[config.mk]
export PLATFORM = sky130hd
export DESIGN_NAME = qcl_accum_framer
export DESIGN_NICKNAME = d
export VERILOG_FILES = /design/src/rtl/qcl_pkg.sv /design/src/rtl/qcl_accum_clr.sv /design/src/rtl/qcl_accum_framer.sv
export SDC_FILE = /design/constraint.sdc
export NUM_CORES = 1
export LEC_CHECK = 0
export BUFFER_PORTS_ARGS = -buffer_cell sky130_fd_sc_hd__buf_4
export CAP_MARGIN = 40
export CORE_MARGIN = 1.5
export CORE_UTILIZATION = 52
export CTS_CLUSTER_DIAMETER = 40
export DETAILED_ROUTE_END_ITERATION = 8
export GPL_TIMING_DRIVEN = 0
export PLACE_DENSITY_LB_ADDON = 0.05
export SYNTH_ARGS = -nofsm -noshare
export SYNTH_HDL_FRONTEND = slang
export SYNTH_HIERARCHICAL = 1
export SYNTH_SLANG_ARGS = --single-unit
[constraint.sdc]
create_clock -name clk_i -period 3.88 [get_ports clk_i]
set_clock_uncertainty 0.05 [all_clocks]
set_input_delay 1.164 -clock clk_i [delete_from_list [all_inputs] [get_ports clk_i]]
set_output_delay 1.164 -clock clk_i [all_outputs]
set_load 0.02 [all_outputs]
[src/rtl/qcl_pkg.sv]
// qcl_pkg: types shared by the qcl accumulating framer and its sum datapath.
package qcl_pkg;

    typedef enum logic [1:0] {
        IDLE,
        ACCUM,
        HOLD
    } qcl_framer_state_e;

endpackage

[src/rtl/qcl_accum_clr.sv]
// qcl_accum_clr: registered adder; when enabled, load_i replaces the sum with data_i, otherwise data_i is added.
module qcl_accum_clr #(
    parameter int width_p = 16
) (
    input  logic               clk_i,
    input  logic               reset_n_i,
    input  logic               en_i,
    input  logic               load_i,
    input  logic [width_p-1:0] data_i,
    output logic [width_p-1:0] next_o,
    output logic [width_p-1:0] sum_o
);

    assign next_o = load_i ? data_i : sum_o + data_i;

    always_ff @(posedge clk_i or negedge reset_n_i) begin
        if (!reset_n_i) sum_o <= '0;
        else if (en_i) sum_o <= next_o;
    end

endmodule

[src/rtl/qcl_accum_framer.sv]
// qcl_accum_framer: sums unsigned beats into frames of frame_len_i beats (or until flush_i)
// and holds each result on sum_o/count_o until the consumer takes it with yumi_i.
module qcl_accum_framer
    import qcl_pkg::*;
#(
    parameter int width_p       = 8,
    parameter int count_width_p = 8
) (
    input  logic                             clk_i,
    input  logic                             reset_n_i,
    input  logic                             v_i,
    input  logic [width_p-1:0]               data_i,
    output logic                             ready_o,
    input  logic [count_width_p-1:0]         frame_len_i,
    input  logic                             flush_i,
    output logic                             v_o,
    output logic [width_p+count_width_p-1:0] sum_o,
    output logic [count_width_p-1:0]         count_o,
    input  logic                             yumi_i
);

    localparam int sum_width_p = width_p + count_width_p;
    localparam logic [count_width_p-1:0] cnt_one = count_width_p'(1);

    qcl_framer_state_e state_r, state_n;
    logic [count_width_p-1:0] count_r, count_n, len_r, len_first;
    logic [sum_width_p-1:0]   acc_next, acc_r;
    logic                     beat, first, close;

    assign beat      = v_i & ready_o;
    assign first     = state_r == IDLE;
    assign len_first = (frame_len_i == '0) ? cnt_one : frame_len_i;
    assign count_n   = !beat ? count_r : first ? cnt_one : count_r + cnt_one;

    qcl_accum_clr #(.width_p(sum_width_p)) u_accum (
        .clk_i    (clk_i),
        .reset_n_i(reset_n_i),
        .en_i     (beat),
        .load_i   (first),
        .data_i   (sum_width_p'(data_i)),
        .next_o   (acc_next),
        .sum_o    (acc_r)
    );

    always_comb begin
        ready_o = state_r != HOLD;
        v_o     = state_r == HOLD;
        close   = 1'b0;
        state_n = state_r;
        unique case (state_r)
            IDLE: begin
                close   = beat & ((len_first == cnt_one) | flush_i);
                state_n = close ? HOLD : beat ? ACCUM : IDLE;
            end
            ACCUM: begin
                close   = (beat & (count_n == len_r)) | flush_i;
                state_n = close ? HOLD : ACCUM;
            end
            default: state_n = yumi_i ? IDLE : HOLD;
        endcase
    end

    // Results are captured only on closing a frame so sum_o/count_o never show partial sums.
    always_ff @(posedge clk_i or negedge reset_n_i) begin
        if (!reset_n_i) begin
            state_r <= IDLE;
            count_r <= '0;
            len_r   <= '0;
            sum_o   <= '0;
            count_o <= '0;
        end else begin
            state_r <= state_n;
            count_r <= count_n;
            if (beat & first) len_r <= len_first;
            if (close) begin
                sum_o   <= beat ? acc_next : acc_r;
                count_o <= count_n;
            end
        end
    end

    yumi_legal: assert property (@(posedge clk_i) disable iff (!reset_n_i) yumi_i |-> v_o);

endmodule

==> results.cfg, run 1 <==
[clock_tree]
clock-sinks = 58
clk_pin_slew_ns = 0.07
root_buffer = clkbuf_8
holdBufCountCts = 0
cts_tree = built
htree_levels = 3
worstSkewPairLatency_ns = 0.34
max-clock-path-buffers = 2
cts_buffers = 9

[critical_path]
arrival_ns = 3.89
reg2reg_depth = 11
critPathKind = input port to register
crit_required_ns = 4.06
path_max_fanout = 10
reg2reg_to = count_o[0]$_DFFE_PN0P_
crit_end = count_o[0]$_DFFE_PN0P_
reg2reg_from = count_r[0]$_DFF_PN0_
r2r_slack_ns = 0.33
worstSetupStartpoint = v_i
startpoint_type = input port
crit_path_end_kind = register

[power]
leakage_nw = 2.184
p_comb_share_pct = 56.0
switchingPower_mw = 1.451
p_clk_share_pct = 15.0
peakVddDrop_mv = 0.3951
total_power_mw = 3.460
p_int_mw = 2.009
netSwitchingFraction_pct = 41.95
p_seq_share_pct = 29.0
cellPowerDensity_nw_per_um2 = 733.9

[sta]
fmax_mhz = 269.0
setup_viol = 0
worstMarginPinSlew_ns = 0.7473
slew_headroom_pct = 49.72
min_period_ns = 3.717
hold_viol_final = 0
finalCritPeriodShare_pct = 95.80
slew_violations = 0

[drt]
routed_via_density = 5.539
drc = 0
post_drt_wl_per_cell_um = 15.27
ant_nets = 0
routed-via-count = 3329
drt_iter0_markers = 232
dr.pass1.iters = 7
drt-total-wl_mm = 9.179

[placed_design]
portBuffers = 46
dpl_cell_area_um2 = 4502
dp.final_hpwl_mm = 6.546
place.gp.congestion = 0.8896

[layout]
drive_gt1_share_pct = 24.70
syn2layout_area_growth_pct = 18.90
antenna_cells = 0
nNetsFinal = 535
final_area_um2 = 4715

[synthesis]
syn_area_um2 = 3965
ys_warn_count = 6
syn_area_per_cell_um2 = 9.486
yosysSeqAreaShare_pct = 36.60
synthFlopType = dfrtp_1
synth_seq_cells = 58
ys_async_sr_fraction_pct = 100.0
syn_inst = 418
ys_types = 67
synth-edff-count = 0

[global_route]
grt-ovfl-total = 0
grt_pass1_vias = 3297
grt_start_max_net_pins = 59
grt_pass1_wl_mm = 15.72
grt_use_total_pct = 24.15
antenna_found_initial = 0

[die]
core_um2 = 7331
die_w_um = 90.32
row_count = 31
die_area_um2 = 8158
start_util_pct = 54.09
ioPinCount = 47
die-height_um = 90.32

[run]
drv_cap = 0

[run_status]
status = finished, final reports clean

[hold_path]
min_from = sum_o[11]$_DFFE_PN0P_
hold_path.class = register to register
==> critical path, stage by stage <==
cell and delay, ns:
buf_4 0.12, nand2_1 0.12, a22o_1 0.31, xor2_1 0.16
or3_1 0.37, or4_1 0.50, buf_2 0.17, o31ai_4 0.33
buf_6 0.17, buf_6 0.14, mux2_1 0.32
==> cell type report <==
| class | count | area, um2 |
|---|---|---|
| Buffer | 20 | 105.1 |
| Clock buffer | 12 | 155.1 |
| Clock inverter | 4 | 26.28 |
| Fill cell | 620 | 2616 |
| Inverter | 22 | 82.58 |
| Multi-Input combinational cell | 336 | 2394 |
| Sequential cell | 58 | 1451 |
| Tap cell | 99 | 123.9 |
| Timing Repair Buffer | 50 | 376.6 |
==> Yosys cell counts (all sizes together) (8+ instances only) <==
library cell,instances,share of area (%)
a21o,9,1.7
a21oi,21,3.1
clkbuf,13,1.2
dfrtp,58,37
ha,16,5.0
inv,21,2.0
mux2,46,14
nand2,47,4.4
nand3,12,1.5
nor2,26,2.5
o211ai,8,1.6
o21ai,24,3.0
xnor2,14,3.1
==> cells in the final DEF, fill, tap and decap left out, types with 2 or more instances in the layout <==
cell,count
inv_1,21
buf_4,49
mux2_4,10
a21o_1,8
a31oi_1,4
o32ai_1,4
o211ai_1,7
mux2_2,31
clkinv_2,2
or4_1,5
o21ai_0,23
mux2i_1,2
nand4_1,3
a211oi_1,4
o31ai_1,2
nand3_1,12
dfrtp_1,58
or3_1,3
nor2_1,26
clkbuf_8,11
nor3_1,7
o221ai_1,2
clkbuf_1,14
conb_1,19
and3_1,6
buf_2,4
ha_1,16
nor4_1,2
mux2_1,5
xor2_1,7
a22o_1,2
a21oi_1,18
nor2b_1,7
nand2_1,47
buf_6,4
a21oi_2,2
and2_1,2
xnor2_1,14
nand2b_1,6
==> power by group through the flow <==
stage	clock network [mW]	logic, mW	registers [mW]
global route	0.559	2.14	1.04
global placement	0	1.85	1.00
floorplan	0	1.33	1.09
finish	0.520	1.94	1.00
CTS	0.531	1.90	1.00
detailed placement	0	1.88	1.01
==> sequential cells by signal, indices dropped and copies added, names as in the netlist <==
signal / flops
count_o: 8
count_r: 8
len_r: 8
state_r: 2
sum_o: 16
u_accum/sum_o: 16
==> metal layers <==
layer	global-route usage (%)	up-vias	wire (um)
li1	-	1641	-
met3	5.303	8	512
met1	33.86	1591	4482
met2	37.94	89	4089
met5	0	-	0
met4	6.085	0	94
==> timing repair <==
item | CTS | global route
setup buffers | 0 | 3
setup endpoints to repair | 0 | 15
hold endpoints to repair | 0 | 0
resized for setup | 0 | 2
==> cell families after synthesis <==
logic type                 after synthesis  share of synthesized area, %
AOI/OAI and AO/OA                       97                         17.23
xor gates and xnor gates                21                         4.639
adders and majority gates               17                         5.554
buffers and inverters                   42                         4.733
DFF                                     58                         36.60
muxes                                   48                         14.52
other                                    1                       0.09458
and+or+nand+nor                        134                         16.63
==> worst min-delay path by stage <==
stage	end	slack (ns)	cells after the start
6_report	sum_o[11]$_DFFE_PN0P_	0.44	1
5_1_grt	sum_o[11]$_DFFE_PN0P_	0.48	1
4_1_cts	len_r[0]$_DFFE_PN0P_	0.44	2
3_5_place_dp	len_r[0]$_DFFE_PN0P_	0.43	2
3_3_place_gp	sum_o[13]$_DFFE_PN0P_	0.42	1
2_1_floorplan	len_r[0]$_DFFE_PN0P_	0.41	2
==> per-stage QoR <==
step	setup WS [ns]	TNS, ns	hold WS (ns)	util, %	std cells
6_report	0.1628	0	0.4383	64.31	601
4_1_cts	0.1880	0	0.4413	63.88	597
3_5_place_dp	-0.1627	-2.103	0.4254	61.41	581
2_1_floorplan	0.2528	0	0.4060	-	436
5_1_grt	-0.002909	-0.004493	0.4751	64.31	601
3_3_place_gp	-0.1489	-1.972	0.4203	61.41	581
(Power assumes the default switching activity.)
==> run 2, diff against run 1 <==
- CORE_UTILIZATION: 52 -> 59
- HOLD_SLACK_MARGIN: default -> 0.12
==> run 2 against run 1 <==
Net effect: the run now ends with DRC left; clock power rose by 23%; worst setup slack got worse by 0.0018 ns; largest power group unchanged; critical endpoint is now sum_o[1]$_DFFE_PN0P_; count of clock-buffer cells in the layout did not move; via count is 1.2% higher; register-to-register slack improved by 0.05 ns; die area decreased by 11%.
==> results.cfg, run 2 (synthesis results as in run 1) <==
[sta]
slew_headroom_pct = 51.45
fmax_mhz = 268.9
finalCritPeriodShare_pct = 95.85
rsz0062_at_grt = no
setup_ws_ns = 0.1610
setup_viol = 0
min_period_ns = 3.719
slew_violations = 0
hold_viol_final = 0
worstMarginPinSlew_ns = 0.7283

[placed_design]
place_ws_ns = -0.2346
portBuffers = 46
dp.final_hpwl_mm = 6.597
place.gp.congestion = 0.8374

[layout]
syn2layout_area_growth_pct = 18.78
nNetsFinal = 531
n_fill_cell = 491
antenna_cells = 0
drive_gt1_share_pct = 24.30
reg.largest.list = sum_o x16, u_accum/sum_o x16
layout_commonest_cell = dfrtp_1
final_core_util_pct = 73.33
mostFrequentLayoutCells = dfrtp_1, buf_4, nand2_1, mux2_2, nor2_1

[critical_path]
startpoint_type = input port
crit_required_ns = 4.04
path_max_fanout = 10
crit_path_end_kind = register
critPathKind = input port to register
arrival_ns = 3.88

[power]
cellPowerDensity_nw_per_um2 = 758.5
total_power_mw = 3.572
p_clk_share_pct = 18.0
p_int_mw = 2.131
switchingPower_mw = 1.441
leakage_nw = 2.186
netSwitchingFraction_pct = 40.33
p_seq_share_pct = 28.0
peakVddDrop_mv = 0.4555
p_comb_share_pct = 54.0

[hold_path]
hold_path.class = register to register

[drt]
wl_met2_mm = 4.087
highest_layer = met4
post_drt_wl_per_cell_um = 15.66
dr.pass1.iters = 8
drt-total-wl_mm = 9.002
drc = 3
wl_met1_mm = 4.328
wl_met3_um = 397
routed_via_density = 5.861
ant_nets = 0
routed-via-count = 3370
drt_iter0_markers = 164

[die]
core_um2 = 6422
ioPinCount = 47
row_count = 29
die_area_um2 = 7222
start_util_pct = 61.74
die-height_um = 84.98
die_w_um = 84.98

[clock_tree]
max-clock-path-buffers = 2
holdBufCountCts = 0
cts_resized = 0
cts_buffers = 9
cts_tree = built
htree_levels = 3
clk_pin_slew_ns = 0.06
clock-sinks = 58
post_cts.repair.setup_buffers = 0
worstSkewPairLatency_ns = 0.33
root_buffer = clkbuf_8

[global_route]
grt_pass1_wl_mm = 15.28
grt-ovfl-total = 0
grt_start_max_net_pins = 59
antenna_found_initial = 0
grt_use_total_pct = 26.66
grt_pass1_vias = 3324

[run_status]
violations = DRC
status = complete, but fails checks

[run]
drv_cap = 0
## run 2: worst paths after layout
path	startpoint	endpoint	slack, ns	cells past startpoint
max	v_i	sum_o[1]$_DFFE_PN0P_	0.16	11
min in group asynchronous	reset_n_i	sum_o[10]$_DFFE_PN0P_	0.84	1
min	sum_o[11]$_DFFE_PN0P_	sum_o[11]$_DFFE_PN0P_	0.44	1
max in group asynchronous	reset_n_i	u_accum/sum_o[4]$_DFFE_PN0P_	2.46	1
min reg2reg	sum_o[11]$_DFFE_PN0P_	sum_o[11]$_DFFE_PN0P_	0.44	1
max reg2reg	count_r[0]$_DFF_PN0_	sum_o[1]$_DFFE_PN0P_	0.38	10
## run 2: power by group through the flow
stage | sequential, mW | clock [mW] | combinational [mW]
6_report | 1.00 | 0.642 | 1.93
5_1_grt | 1.03 | 0.679 | 2.13
4_1_cts | 0.999 | 0.654 | 1.90
3_5_place_dp | 1.01 | 0 | 1.89
3_3_place_gp | 0.999 | 0 | 1.84
2_1_floorplan | 1.09 | 0 | 1.33
## run 2: critical path: stages
cell and delay [ns]:
buf_4 0.13, or3b_1 0.38, buf_6 0.16, and2_0 0.15, mux2i_1 0.27, xnor2_1 0.13
or4_1 0.40, buf_2 0.18, o31ai_4 0.34, buf_6 0.26, mux2_4 0.32
## run 2: stage by stage
stage	area (um2)	instances	setup TNS (ns)	hold WS (ns)
final	4710	575	0	0.4398
after global routing	4710	575	0	0.4562
after CTS	4703	575	0	0.4414
after detailed placement	4474	559	-3.358	0.4270
after global placement	4474	559	-1.764	0.4198
after floorplan	4033	436	0	0.4060
## run 2: per-layer routing
| metal | up-vias | track usage (%) |
|---|---|---|
| met4 | 0 | 10.58 |
| met1 | 1616 | 37.12 |
| li1 | 1642 | - |
| met3 | 14 | 4.086 |
| met5 | - | 0 |
| met2 | 98 | 41.92 |
## run 2: cell type report
type                    instances  area (um2)  area share [%]
plain buffers                  20       105.1           2.232
clock buffers                  12       155.1           3.294
clock inverters                 4       73.82           1.567
inverters                      22       82.58           1.753
multi-input cells             336        2400           50.96
flip-flops and latches         58        1451           30.82
well taps                      77       96.34           2.046
repair buffers                 46       345.3           7.333
